===== src/rtl/datapath_pkg.sv =====
// Shared types for the dispatch stage.
//   fu_e       : functional-unit index (ALU, LD_ST, BRANCH, matrix LD/ST, GEMM)
//   tag_t      : producer tag. A unit's tag is its index + 1, and tag 0 means
//                "value available".
//   disp_pkt_t : register fields forwarded with a dispatched instruction
//   S_*/M_*    : scalar and matrix status-table geometry
package datapath_pkg;

  localparam int NUM_FU  = 5;
  localparam int TAG_W   = 3;
  localparam int S_DEPTH = 32;
  localparam int S_IDX_W = 5;
  localparam int M_DEPTH = 16;
  localparam int M_IDX_W = 4;

  typedef enum logic [2:0] {
    FU_ALU    = 3'd0,
    FU_LDST   = 3'd1,
    FU_BRANCH = 3'd2,
    FU_MLDST  = 3'd3,
    FU_GEMM   = 3'd4
  } fu_e;

  typedef logic [TAG_W-1:0] tag_t;

  typedef struct packed {
    logic               wen;
    logic [S_IDX_W-1:0] rd;
    logic [S_IDX_W-1:0] rs1;
    logic [S_IDX_W-1:0] rs2;
    logic [M_IDX_W-1:0] md;
    logic [M_IDX_W-1:0] ms1;
    logic [M_IDX_W-1:0] ms2;
    logic [M_IDX_W-1:0] ms3;
  } disp_pkt_t;

  function automatic tag_t fu_tag(input logic [2:0] fu);
    return tag_t'(fu + 3'd1);
  endfunction

  // Matrix units write the matrix table; every other unit writes the scalar one.
  function automatic logic fu_is_matrix(input logic [2:0] fu);
    return (fu == FU_MLDST) || (fu == FU_GEMM);
  endfunction

endpackage


===== src/rtl/reg_status_table.sv =====
// Register status table: one producer tag per architectural register.
// Ports:
//   CLK, nRST             : clock, async active-low reset (all entries -> 0)
//   flush                 : synchronous clear of every entry (beats set/clear)
//   ra/rb/rc_idx -> *_tag : three source read ports
//   set_en/idx/tag        : install a new producer tag; set_busy reports
//                           whether set_idx is still owned after this cycle's clear
//   clr_en/idx/tag        : writeback; clears only if the stored tag matches
// Reads see this cycle's writeback (bypass). A set to the entry being cleared
// in the same cycle keeps the new tag. With ZERO_REG, entry 0 is hard-wired to 0.
module reg_status_table
  import datapath_pkg::*;
#(
  parameter int DEPTH    = 32,
  parameter int IDX_W    = 5,
  parameter bit ZERO_REG = 1'b0
) (
  input  logic             CLK,
  input  logic             nRST,
  input  logic             flush,
  input  logic [IDX_W-1:0] ra_idx,
  input  logic [IDX_W-1:0] rb_idx,
  input  logic [IDX_W-1:0] rc_idx,
  output tag_t             ra_tag,
  output tag_t             rb_tag,
  output tag_t             rc_tag,
  input  logic             set_en,
  input  logic [IDX_W-1:0] set_idx,
  input  tag_t             set_tag,
  output logic             set_busy,
  input  logic             clr_en,
  input  logic [IDX_W-1:0] clr_idx,
  input  tag_t             clr_tag
);

  tag_t             entries  [DEPTH];
  logic [IDX_W-1:0] look_idx [4];
  tag_t             look_tag [4];

  // Port 3 is the destination lookup used for the WAW check.
  // NOTE: every combinational output is assigned before any condition, so no latch can be inferred.
  always_comb begin
    look_idx[0] = ra_idx;
    look_idx[1] = rb_idx;
    look_idx[2] = rc_idx;
    look_idx[3] = set_idx;
    for (int p = 0; p < 4; p++) begin
      look_tag[p] = entries[look_idx[p]];
      if (clr_en && (clr_idx == look_idx[p]) && (entries[look_idx[p]] == clr_tag))
        look_tag[p] = '0;
      if (ZERO_REG && (look_idx[p] == '0))
        look_tag[p] = '0;
    end
  end

  assign ra_tag   = look_tag[0];
  assign rb_tag   = look_tag[1];
  assign rc_tag   = look_tag[2];
  assign set_busy = (look_tag[3] != '0);

  // NOTE: the table is reset entry by entry; a stale non-zero tag after reset would stall forever.
  // NOTE: sequential state uses non-blocking assignments so every entry samples pre-edge values.
  always_ff @(posedge CLK or negedge nRST) begin
    if (!nRST) begin
      for (int i = 0; i < DEPTH; i++) entries[i] <= '0;
    end else if (flush) begin
      for (int i = 0; i < DEPTH; i++) entries[i] <= '0;
    end else begin
      for (int i = 0; i < DEPTH; i++) begin
        if (ZERO_REG && (i == 0))
          entries[i] <= '0;
        else if (set_en && (set_idx == IDX_W'(i)))
          entries[i] <= set_tag;
        else if (clr_en && (clr_idx == IDX_W'(i)) && (entries[i] == clr_tag))
          entries[i] <= '0;
      end
    end
  end

endmodule


===== src/rtl/dispatch.sv =====
// Dispatch stage: checks a decoded instruction against the register status
// tables and the functional-unit occupancy, then issues it with source tags.
// Ports:
//   CLK, nRST                  : clock, async active-low reset
//   in_valid/in_fu/in_wen      : decoded instruction, target unit, writes-dest
//   in_rd/in_rs1/in_rs2        : scalar dest / sources
//   in_md/in_ms1/in_ms2/in_ms3 : matrix dest / sources
//   fu_busy                    : per-unit station occupied
//   freeze, flush              : hold outputs / clear tables and disp_en
//   wb_s_*, wb_m_*             : scalar and matrix writeback (clear on tag match)
//   in_ready                   : combinational accept
//   disp_en/disp_fu/disp_t1..3/disp_instr : registered dispatch, valid the
//                                cycle after accept
module dispatch
  import datapath_pkg::*;
(
  input  logic               CLK,
  input  logic               nRST,
  input  logic               in_valid,
  input  logic [2:0]         in_fu,
  input  logic               in_wen,
  input  logic [S_IDX_W-1:0] in_rd,
  input  logic [S_IDX_W-1:0] in_rs1,
  input  logic [S_IDX_W-1:0] in_rs2,
  input  logic [M_IDX_W-1:0] in_md,
  input  logic [M_IDX_W-1:0] in_ms1,
  input  logic [M_IDX_W-1:0] in_ms2,
  input  logic [M_IDX_W-1:0] in_ms3,
  input  logic [NUM_FU-1:0]  fu_busy,
  input  logic               freeze,
  input  logic               flush,
  input  logic               wb_s_en,
  input  logic [S_IDX_W-1:0] wb_s_rd,
  input  tag_t               wb_s_tag,
  input  logic               wb_m_en,
  input  logic [M_IDX_W-1:0] wb_m_rd,
  input  tag_t               wb_m_tag,
  output logic               in_ready,
  output logic               disp_en,
  output logic [2:0]         disp_fu,
  output tag_t               disp_t1,
  output tag_t               disp_t2,
  output tag_t               disp_t3,
  output disp_pkt_t          disp_instr
);

  logic       fu_valid, is_matrix, waw_stall, struct_stall, accept;
  logic       s_dest_busy, m_dest_busy;
  logic       last_en;
  logic [2:0] last_fu;
  logic [7:0] busy_ext;
  tag_t       new_tag, src_t1, src_t2, src_t3;
  tag_t       s_rs1_tag, s_rs2_tag, s_unused_tag;
  tag_t       m_ms1_tag, m_ms2_tag, m_ms3_tag;
  disp_pkt_t  pkt;

  assign fu_valid  = (in_fu <= FU_GEMM);
  assign is_matrix = fu_is_matrix(in_fu);
  assign new_tag   = fu_tag(in_fu);

  // Indices 5-7 read as busy so an invalid unit can never look free.
  assign busy_ext     = {3'b111, fu_busy};
  assign struct_stall = busy_ext[in_fu] | (last_en & (last_fu == in_fu));
  assign waw_stall    = in_wen & (is_matrix ? m_dest_busy : s_dest_busy);
  assign in_ready     = ~freeze & ~flush & fu_valid & ~waw_stall & ~struct_stall;
  assign accept       = in_valid & in_ready;

  assign pkt = '{wen: in_wen, rd: in_rd, rs1: in_rs1, rs2: in_rs2,
                 md: in_md, ms1: in_ms1, ms2: in_ms2, ms3: in_ms3};

  always_comb begin
    src_t1 = '0;
    src_t2 = '0;
    src_t3 = '0;
    case (in_fu)
      FU_MLDST: src_t1 = s_rs1_tag;  // address base only
      FU_GEMM: begin
        src_t1 = m_ms1_tag;
        src_t2 = m_ms2_tag;
        src_t3 = m_ms3_tag;
      end
      default: begin
        src_t1 = s_rs1_tag;
        src_t2 = s_rs2_tag;
      end
    endcase
  end

  // Scalar side needs only two source ports; the third is parked on x0.
  reg_status_table #(.DEPTH(S_DEPTH), .IDX_W(S_IDX_W), .ZERO_REG(1'b1)) u_scalar (
    .CLK(CLK), .nRST(nRST), .flush(flush),
    .ra_idx(in_rs1), .rb_idx(in_rs2), .rc_idx('0),
    .ra_tag(s_rs1_tag), .rb_tag(s_rs2_tag), .rc_tag(s_unused_tag),
    .set_en(accept & in_wen & ~is_matrix), .set_idx(in_rd), .set_tag(new_tag),
    .set_busy(s_dest_busy),
    .clr_en(wb_s_en), .clr_idx(wb_s_rd), .clr_tag(wb_s_tag)
  );

  reg_status_table #(.DEPTH(M_DEPTH), .IDX_W(M_IDX_W), .ZERO_REG(1'b0)) u_matrix (
    .CLK(CLK), .nRST(nRST), .flush(flush),
    .ra_idx(in_ms1), .rb_idx(in_ms2), .rc_idx(in_ms3),
    .ra_tag(m_ms1_tag), .rb_tag(m_ms2_tag), .rc_tag(m_ms3_tag),
    .set_en(accept & in_wen & is_matrix), .set_idx(in_md), .set_tag(new_tag),
    .set_busy(m_dest_busy),
    .clr_en(wb_m_en), .clr_idx(wb_m_rd), .clr_tag(wb_m_tag)
  );

  // last_* tracks real accepts independently of the frozen disp_* outputs,
  // so a held disp_en never extends the structural stall.
  always_ff @(posedge CLK or negedge nRST) begin
    if (!nRST) begin
      last_en    <= 1'b0;
      last_fu    <= '0;
      disp_en    <= 1'b0;
      disp_fu    <= '0;
      disp_t1    <= '0;
      disp_t2    <= '0;
      disp_t3    <= '0;
      disp_instr <= '0;
    end else begin
      last_en <= accept;
      last_fu <= in_fu;
      if (flush) begin
        disp_en <= 1'b0;
      end else if (!freeze) begin
        disp_en <= accept;
        if (accept) begin
          disp_fu    <= in_fu;
          disp_t1    <= src_t1;
          disp_t2    <= src_t2;
          disp_t3    <= src_t3;
          disp_instr <= pkt;
        end
      end
    end
  end

endmodule

===== config.mk =====
export PLATFORM = sky130hd
export DESIGN_NAME = dispatch
export DESIGN_NICKNAME = d
export VERILOG_FILES = /design/src/rtl/datapath_pkg.sv /design/src/rtl/reg_status_table.sv /design/src/rtl/dispatch.sv
export SDC_FILE = /design/constraint.sdc
export NUM_CORES = 1
export LEC_CHECK = 0
export ABC_AREA = 1
export CAP_MARGIN = 20
export CELL_PAD_IN_SITES_DETAIL_PLACEMENT = 1
export CELL_PAD_IN_SITES_GLOBAL_PLACEMENT = 1
export CORE_UTILIZATION = 47
export CTS_BUF_LIST = sky130_fd_sc_hd__clkbuf_4
export CTS_CLUSTER_SIZE = 14
export DETAILED_ROUTE_END_ITERATION = 12
export GPL_TIMING_DRIVEN = 0
export PLACE_DENSITY = 0.92
export SETUP_SLACK_MARGIN = 0.2
export SYNTH_ARGS = -nofsm -noshare
export SYNTH_HDL_FRONTEND = slang
export SYNTH_HIERARCHICAL = 1
export SYNTH_SLANG_ARGS = --single-unit

===== constraint.sdc =====
create_clock -name CLK -period 6.8 [get_ports CLK]
set_input_delay 0.68 -clock CLK [delete_from_list [all_inputs] [get_ports CLK]]
set_output_delay 0.68 -clock CLK [all_outputs]
set_load 0.05 [all_outputs]

==> results of run 1 <==
[worst paths after layout]
kind / end / from / slack [ns] / cells past startpoint
max: in_ready / in_rd[0] / 1.24 / 21
min: u_scalar/entries[63]$_DFFE_PN0P_ / nRST / 0.46 / 2
max reg2reg: u_scalar/entries[29]$_DFFE_PN0P_ / u_scalar/entries[6]$_DFFE_PN0P_ / 1.77 / 23
min reg2reg: disp_instr[13]$_DFFE_PN0P_ / disp_instr[13]$_DFFE_PN0P_ / 0.50 / 2
max in group asynchronous: u_matrix/entries[22]$_DFFE_PN0P_ / nRST / 5.24 / 4
min in group CLK: disp_instr[13]$_DFFE_PN0P_ / disp_instr[13]$_DFFE_PN0P_ / 0.50 / 2
[cell type report]
cell class | count | area (sq um)
multi-input cells | 1936 | 9210
clock inverters | 13 | 135
inverters | 239 | 912
flip-flops and latches | 190 | 4750
well taps | 442 | 553
plain buffers | 157 | 972
fillers | 4634 | 15100
clock buffers | 19 | 143
diodes | 6 | 15.0
repair buffers | 100 | 1040
[state kept, by name, summed over array words and instances (netlist names)]
name and count:
disp_en 1, disp_fu 3, disp_instr 32, disp_t1 3, disp_t2 3, disp_t3 3
last_en 1, last_fu 3, u_matrix/entries 48, u_scalar/entries 93
[metrics by stage]
stage / TNS [ns] / cells / area (sq um) / utilization / hold WS, ns
final: 0 / 3102 / 17700 / 0.539 / 0.462
after global routing: 0 / 3100 / 17700 / 0.539 / 0.478
after CTS: 0 / 3095 / 17700 / 0.539 / 0.480
after detailed placement: 0 / 3062 / 17400 / 0.530 / 0.459
after global placement: -581.13 / 3060 / 17400 / 0.528 / 0.453
after floorplan: 0 / 2522 / 15800 / - / 0.384
[worst max-delay path, delay by kind of cell]
kind / cells / cell delay, ns
AO/OA/AOI/OAI: 1 / 0.12
buffers and inverters: 6 / 1.98
AND/OR/NAND/NOR: 14 / 2.08
[power breakdown]
part	switching, mW	internal [mW]
clock network	0.453	0.228
registers	0.0518	1.20
logic	0.849	0.329
[per-layer routing]
metal | share of wire | routed length, um
met5 | 0 | 0
met4 | 0.056 | 4940
met3 | 0.16 | 14100
met2 | 0.41 | 35500
met1 | 0.38 | 33100
[what timing repair did]
action | 4_1_cts | 5_1_grt
hold buffers | 1 | 0
endpoints found under the hold margin | 65 | 0
setup endpoints to repair | 0 | 0
==> flow_metrics.env, run 1 <==
export IMPL_status="finished clean"
export IMPL_postSynthAreaPerCell_sq_um=6.28
export IMPL_worstSkewPairLatency_ns=0.73
export IMPL_ir_drop_uv=138
export IMPL_wl_per_cell_um=28.2
export IMPL_cp_data_arrival_time_ns=4.88
export IMPL_setup_viol=0
export IMPL_clock_sinks=190
export IMPL_critPathSlowestCell="clkdlybuf4s50_1"
export IMPL_htreeDepth=4
export IMPL_min_period_ns=5.56
export IMPL_cts_tree="built"
export IMPL_die_x_um=186
export IMPL_hold_path_class="in -> async"
export IMPL_cp_required_ns=6.12
export IMPL_core_area_sq_um=32900
export IMPL_timing_fmax_ghz=0.180
export IMPL_mostFrequentLayoutCells="nand2_1 (898), nand3_1 (361), inv_1 (220), dfrtp_1 (190), o22ai_1 (171)"
export IMPL_antenna_found_initial=4
export IMPL_p_leak_nw=8.67
export IMPL_area_growth_synth_to_final_pct=11.9
export IMPL_min_period_over_period=0.817
export IMPL_antenna_left=0
export IMPL_wirelength_um=87500
export IMPL_path_clk_slew_ns=0.17
export IMPL_dr_pass1_iters=6
export IMPL_routabilityCongestion=1.17
export IMPL_start_util=0.482
export IMPL_syn_num_nets=2586
export IMPL_crit_fanout=10
export IMPL_routed_via_count=21000
export IMPL_finalWorstSetupSlack_ns=1.24
export IMPL_criticalPathCategory="in -> out"
export IMPL_final_layout_size_suffix_gt1_frac=0.0723
export IMPL_crit_chain="clkdlybuf4s50_1 -> buf_6 -> inv_1 -> nand2_2 -> o21ai_0 -> nor2_1 -> nor2_1 -> nor2_1 -> nand2_1 -> nand2_1 -> nand2_1 -> nand3_1 -> nor2_1 -> nor2_1 -> nor2_1 -> nor2_2 -> nor2_8 -> buf_2 -> nand2_1 -> inv_1 -> clkdlybuf4s50_1"
export IMPL_fin_skew_ns=0.0362
export IMPL_top_usage_layer="met2"
export IMPL_hpwl_um=67200
export IMPL_grt_max_degree=67
export IMPL_cpMostUsedCell="nor2_1"
export IMPL_die_h_um=186
export IMPL_cts_root_buf="clkbuf_4"
export IMPL_grt_pass1_vias=20800
export IMPL_cpPeakStageDelay_ns=0.69
export IMPL_io_pins=108
export IMPL_cap_violations=0
export IMPL_first_iter_violations=3567
export IMPL_grtUsageMet2=0.726
export IMPL_slew_headroom=0.116
export IMPL_layout_commonest_cell="nand2_1"
export IMPL_cts_buffer_depth=2
export IMPL_grt_pass1_wl_um=128000
export IMPL_overflow=0
export IMPL_cts_buffers=17
export IMPL_viasPerCell=6.78
export IMPL_hold_viol_final=0
export IMPL_die_area_sq_um=34500
export IMPL_io_buffers=96
export IMPL_syn_cell_area_sq_um=15800
export IMPL_worstSetupEndpointType="primary output"
export IMPL_start_kind="input port"
export IMPL_drc_errors=0
export IMPL_rsz0062_at_grt="no"
export IMPL_grtUsageMet1=0.664
export IMPL_p_total_mw=3.11
export IMPL_nets=2705
export IMPL_place_ws_ns=0.974
export IMPL_track_usage=0.512
export IMPL_num_rows=66
export IMPL_synth_cells=2522
export IMPL_tightest_slew_ns=1.29
export IMPL_use_met3=0.204
export IMPL_cts_resized=0
export IMPL_cts_setup_buffers=0
export IMPL_p_per_area_nw_per_um2=175
export IMPL_maxSlewViolCount=0
export IMPL_ys_warn_count=6
Note: power is estimated with default switching activity, not from simulation.
==> run 2: changes to the inputs <==
--- a/config.mk
+++ b/config.mk
@@ -9,12 +9,12 @@
 export CAP_MARGIN = 20
 export CELL_PAD_IN_SITES_DETAIL_PLACEMENT = 1
 export CELL_PAD_IN_SITES_GLOBAL_PLACEMENT = 1
-export CORE_UTILIZATION = 47
+export CORE_UTILIZATION = 44
 export CTS_BUF_LIST = sky130_fd_sc_hd__clkbuf_4
 export CTS_CLUSTER_SIZE = 14
 export DETAILED_ROUTE_END_ITERATION = 12
 export GPL_TIMING_DRIVEN = 0
-export PLACE_DENSITY = 0.92
+export PLACE_DENSITY = 0.87
 export SETUP_SLACK_MARGIN = 0.2
 export SYNTH_ARGS = -nofsm -noshare
 export SYNTH_HDL_FRONTEND = slang
==> constraint.sdc (replaced) <==
create_clock -name CLK -period 5.8 [get_ports CLK]
set_input_delay 0.58 -clock CLK [delete_from_list [all_inputs] [get_ports CLK]]
set_output_delay 0.58 -clock CLK [all_outputs]
set_load 0.05 [all_outputs]
==> flow_metrics.env, run 2 (synthesis results as in run 1) <==
export IMPL_status="finished clean"
export IMPL_regMostFlops="u_scalar/entries"
export IMPL_viasPerCell=6.64
export IMPL_antenna_left=0
export IMPL_worstSetupEndpointType="register"
export IMPL_antenna_found_initial=4
export IMPL_finalWorstSetupSlack_ns=0.248
export IMPL_cts_setup_buffers=0
export IMPL_hold_path_class="in -> reg"
export IMPL_fin_util=0.500
export IMPL_hold_viol_final=0
export IMPL_io_buffers=96
export IMPL_p_per_area_nw_per_um2=206
export IMPL_criticalPathCategory="in -> reg"
export IMPL_internal_power_mw=2.06
export IMPL_maxSlewViolCount=0
export IMPL_worstSkewPairLatency_ns=0.72
export IMPL_routed_via_count=20700
export IMPL_ir_drop_uv=202
export IMPL_grt_max_degree=110
export IMPL_combPwrFrac=0.380
export IMPL_wirelength_um=89100
export IMPL_critPathCapture="u_scalar/entries[26]$_DFFE_PN0P_"
export IMPL_cts_buffers=17
export IMPL_cap_violations=0
export IMPL_die_h_um=192
export IMPL_first_iter_violations=3075
export IMPL_rsz0062_at_grt="no"
export IMPL_p_leak_nw=8.66
export IMPL_hpwl_um=67800
export IMPL_switching_share=0.437
export IMPL_cp_required_ns=6.35
export IMPL_reg_largest_list="u_scalar/entries: 93 flops, u_matrix/entries: 48 flops, disp_instr: 32 flops"
export IMPL_tightest_slew_ns=1.15
export IMPL_dr_pass1_iters=5
export IMPL_p_total_mw=3.66
export IMPL_slew_headroom=0.236
export IMPL_cts_tree="built"
export IMPL_die_x_um=192
export IMPL_setup_tns_ns=0
export IMPL_switchingPower_mw=1.60
export IMPL_cts_root_buf="clkbuf_4"
export IMPL_io_pins=108
export IMPL_nets=2703
export IMPL_start_kind="input port"
export IMPL_rr_startpoint="u_scalar/entries[55]$_DFFE_PN0P_"
export IMPL_clock_sinks=190
export IMPL_cts_buffer_depth=2
export IMPL_routabilityCongestion=1.14
export IMPL_die_area_sq_um=36800
export IMPL_setup_viol=0
export IMPL_core_area_sq_um=35500
export IMPL_timing_fmax_ghz=0.180
export IMPL_place_ws_ns=-0.179
export IMPL_htreeDepth=4
export IMPL_min_period_ns=5.55
export IMPL_num_rows=69
export IMPL_crit_fanout=10
export IMPL_ff2ff_setup_slack_ns=0.59
export IMPL_wl_per_cell_um=28.6
export IMPL_grt_pass1_wl_um=129000
export IMPL_drc_errors=0
export IMPL_cp_data_arrival_time_ns=6.10
export IMPL_start_util=0.447
export IMPL_r2r_cells=23
export IMPL_timing_hold_ws_ns=0.362
export IMPL_grt_pass1_vias=20100
export IMPL_track_usage=0.484
export IMPL_critPathLaunch="in_rd[1]"
export IMPL_overflow=0
export IMPL_power_frac_clock=0.219
export IMPL_layout_commonest_cell="nand2_1"
export IMPL_pwr_share_seq=0.401
export IMPL_largest_register_ffs=93
export IMPL_min_period_over_period=0.957
export IMPL_final_layout_size_suffix_gt1_frac=0.0713
export IMPL_path_clk_slew_ns=0.16
export IMPL_rr_endpoint="u_scalar/entries[26]$_DFFE_PN0P_"
export IMPL_fin_skew_ns=0.0417
export IMPL_area_growth_synth_to_final_pct=11.9
export IMPL_mostFrequentLayoutCells="nand2_1 (898), nand3_1 (361), inv_1 (220), dfrtp_1 (190), o22ai_1 (171)"
[run 2: final cells by class]
class,count,area (sq um)
Clock inverter,13,135
Multi-Input combinational cell,1936,9210
Fill cell,4908,17800
Antenna cell,6,15.0
Clock buffer,19,143
Buffer,157,972
Sequential cell,190,4750
Timing Repair Buffer,98,1010
Tap cell,461,577
Inverter,239,912
[run 2: through the flow]
| step | cell area, sq um | instances |
|---|---|---|
| after floorplan | 15800 | 2522 |
| after global placement | 17400 | 3079 |
| after detailed placement | 17400 | 3080 |
| after CTS | 17700 | 3113 |
| after global routing | 17700 | 3117 |
| final | 17700 | 3119 |
[run 2: how the worst min path moves through the flow]
stage                                     startpoint                    endpoint  cells after the start
after CTS                                   in_fu[2]        last_fu[2]$_DFF_PN0_                      1
final                                       in_fu[2]        last_fu[2]$_DFF_PN0_                      1
after global placement    disp_instr[28]$_DFFE_PN0P_  disp_instr[28]$_DFFE_PN0P_                      2
after global routing                        in_fu[2]        last_fu[2]$_DFF_PN0_                      1
after detailed placement  disp_instr[28]$_DFFE_PN0P_  disp_instr[28]$_DFFE_PN0P_                      2
after floorplan                                 nRST         disp_en$_DFFE_PN0P_                      0
[run 2: critical path, stage by stage]
cell and delay, ns:
clkdlybuf4s50_1 0.58, buf_6 0.25, nand2_2 0.18, inv_2 0.05
buf_4 0.20, nand2_1 0.08, nand2_1 0.08, nor2_1 0.28
nor2_1 0.09, nor2_1 0.13, nand2_1 0.08, nand2_1 0.09
nand2_1 0.05, nand2_1 0.09, nand2_1 0.05, nor2_1 0.11
nor2_2 0.12, nor2_1 0.20, nor2_2 0.10, nor2_8 0.19
nand4_1 0.20, nor2_1 0.58, nand2_1 0.13, inv_1 0.29
clkbuf_1 0.68, nand2_1 0.26, nand3_1 0.22, o22ai_1 0.13
[run 2: power groups by stage]
stage | clock network [mW] | logic, mW | registers [mW]
finish | 0.801 | 1.39 | 1.47
global route | 0.844 | 1.44 | 1.47
CTS | 0.810 | 1.34 | 1.46
detailed placement | 0 | 1.33 | 1.49
global placement | 0 | 1.30 | 1.48
floorplan | 0 | 0.504 | 1.76
[run 2: metal layers]
layer	wire length [um]	track usage	vias up
li1	-	-	8685
met1	35500	0.659	10000
met2	36100	0.682	1675
met3	12900	0.158	331
met4	4700	0.231	0
met5	0	0	-
[run 2: what timing repair did]
action / CTS / global route
hold buffers: 1 / 0
setup endpoints to repair: 0 / 5
hold endpoints to repair: 81 / 0
resized for setup: 0 / 2
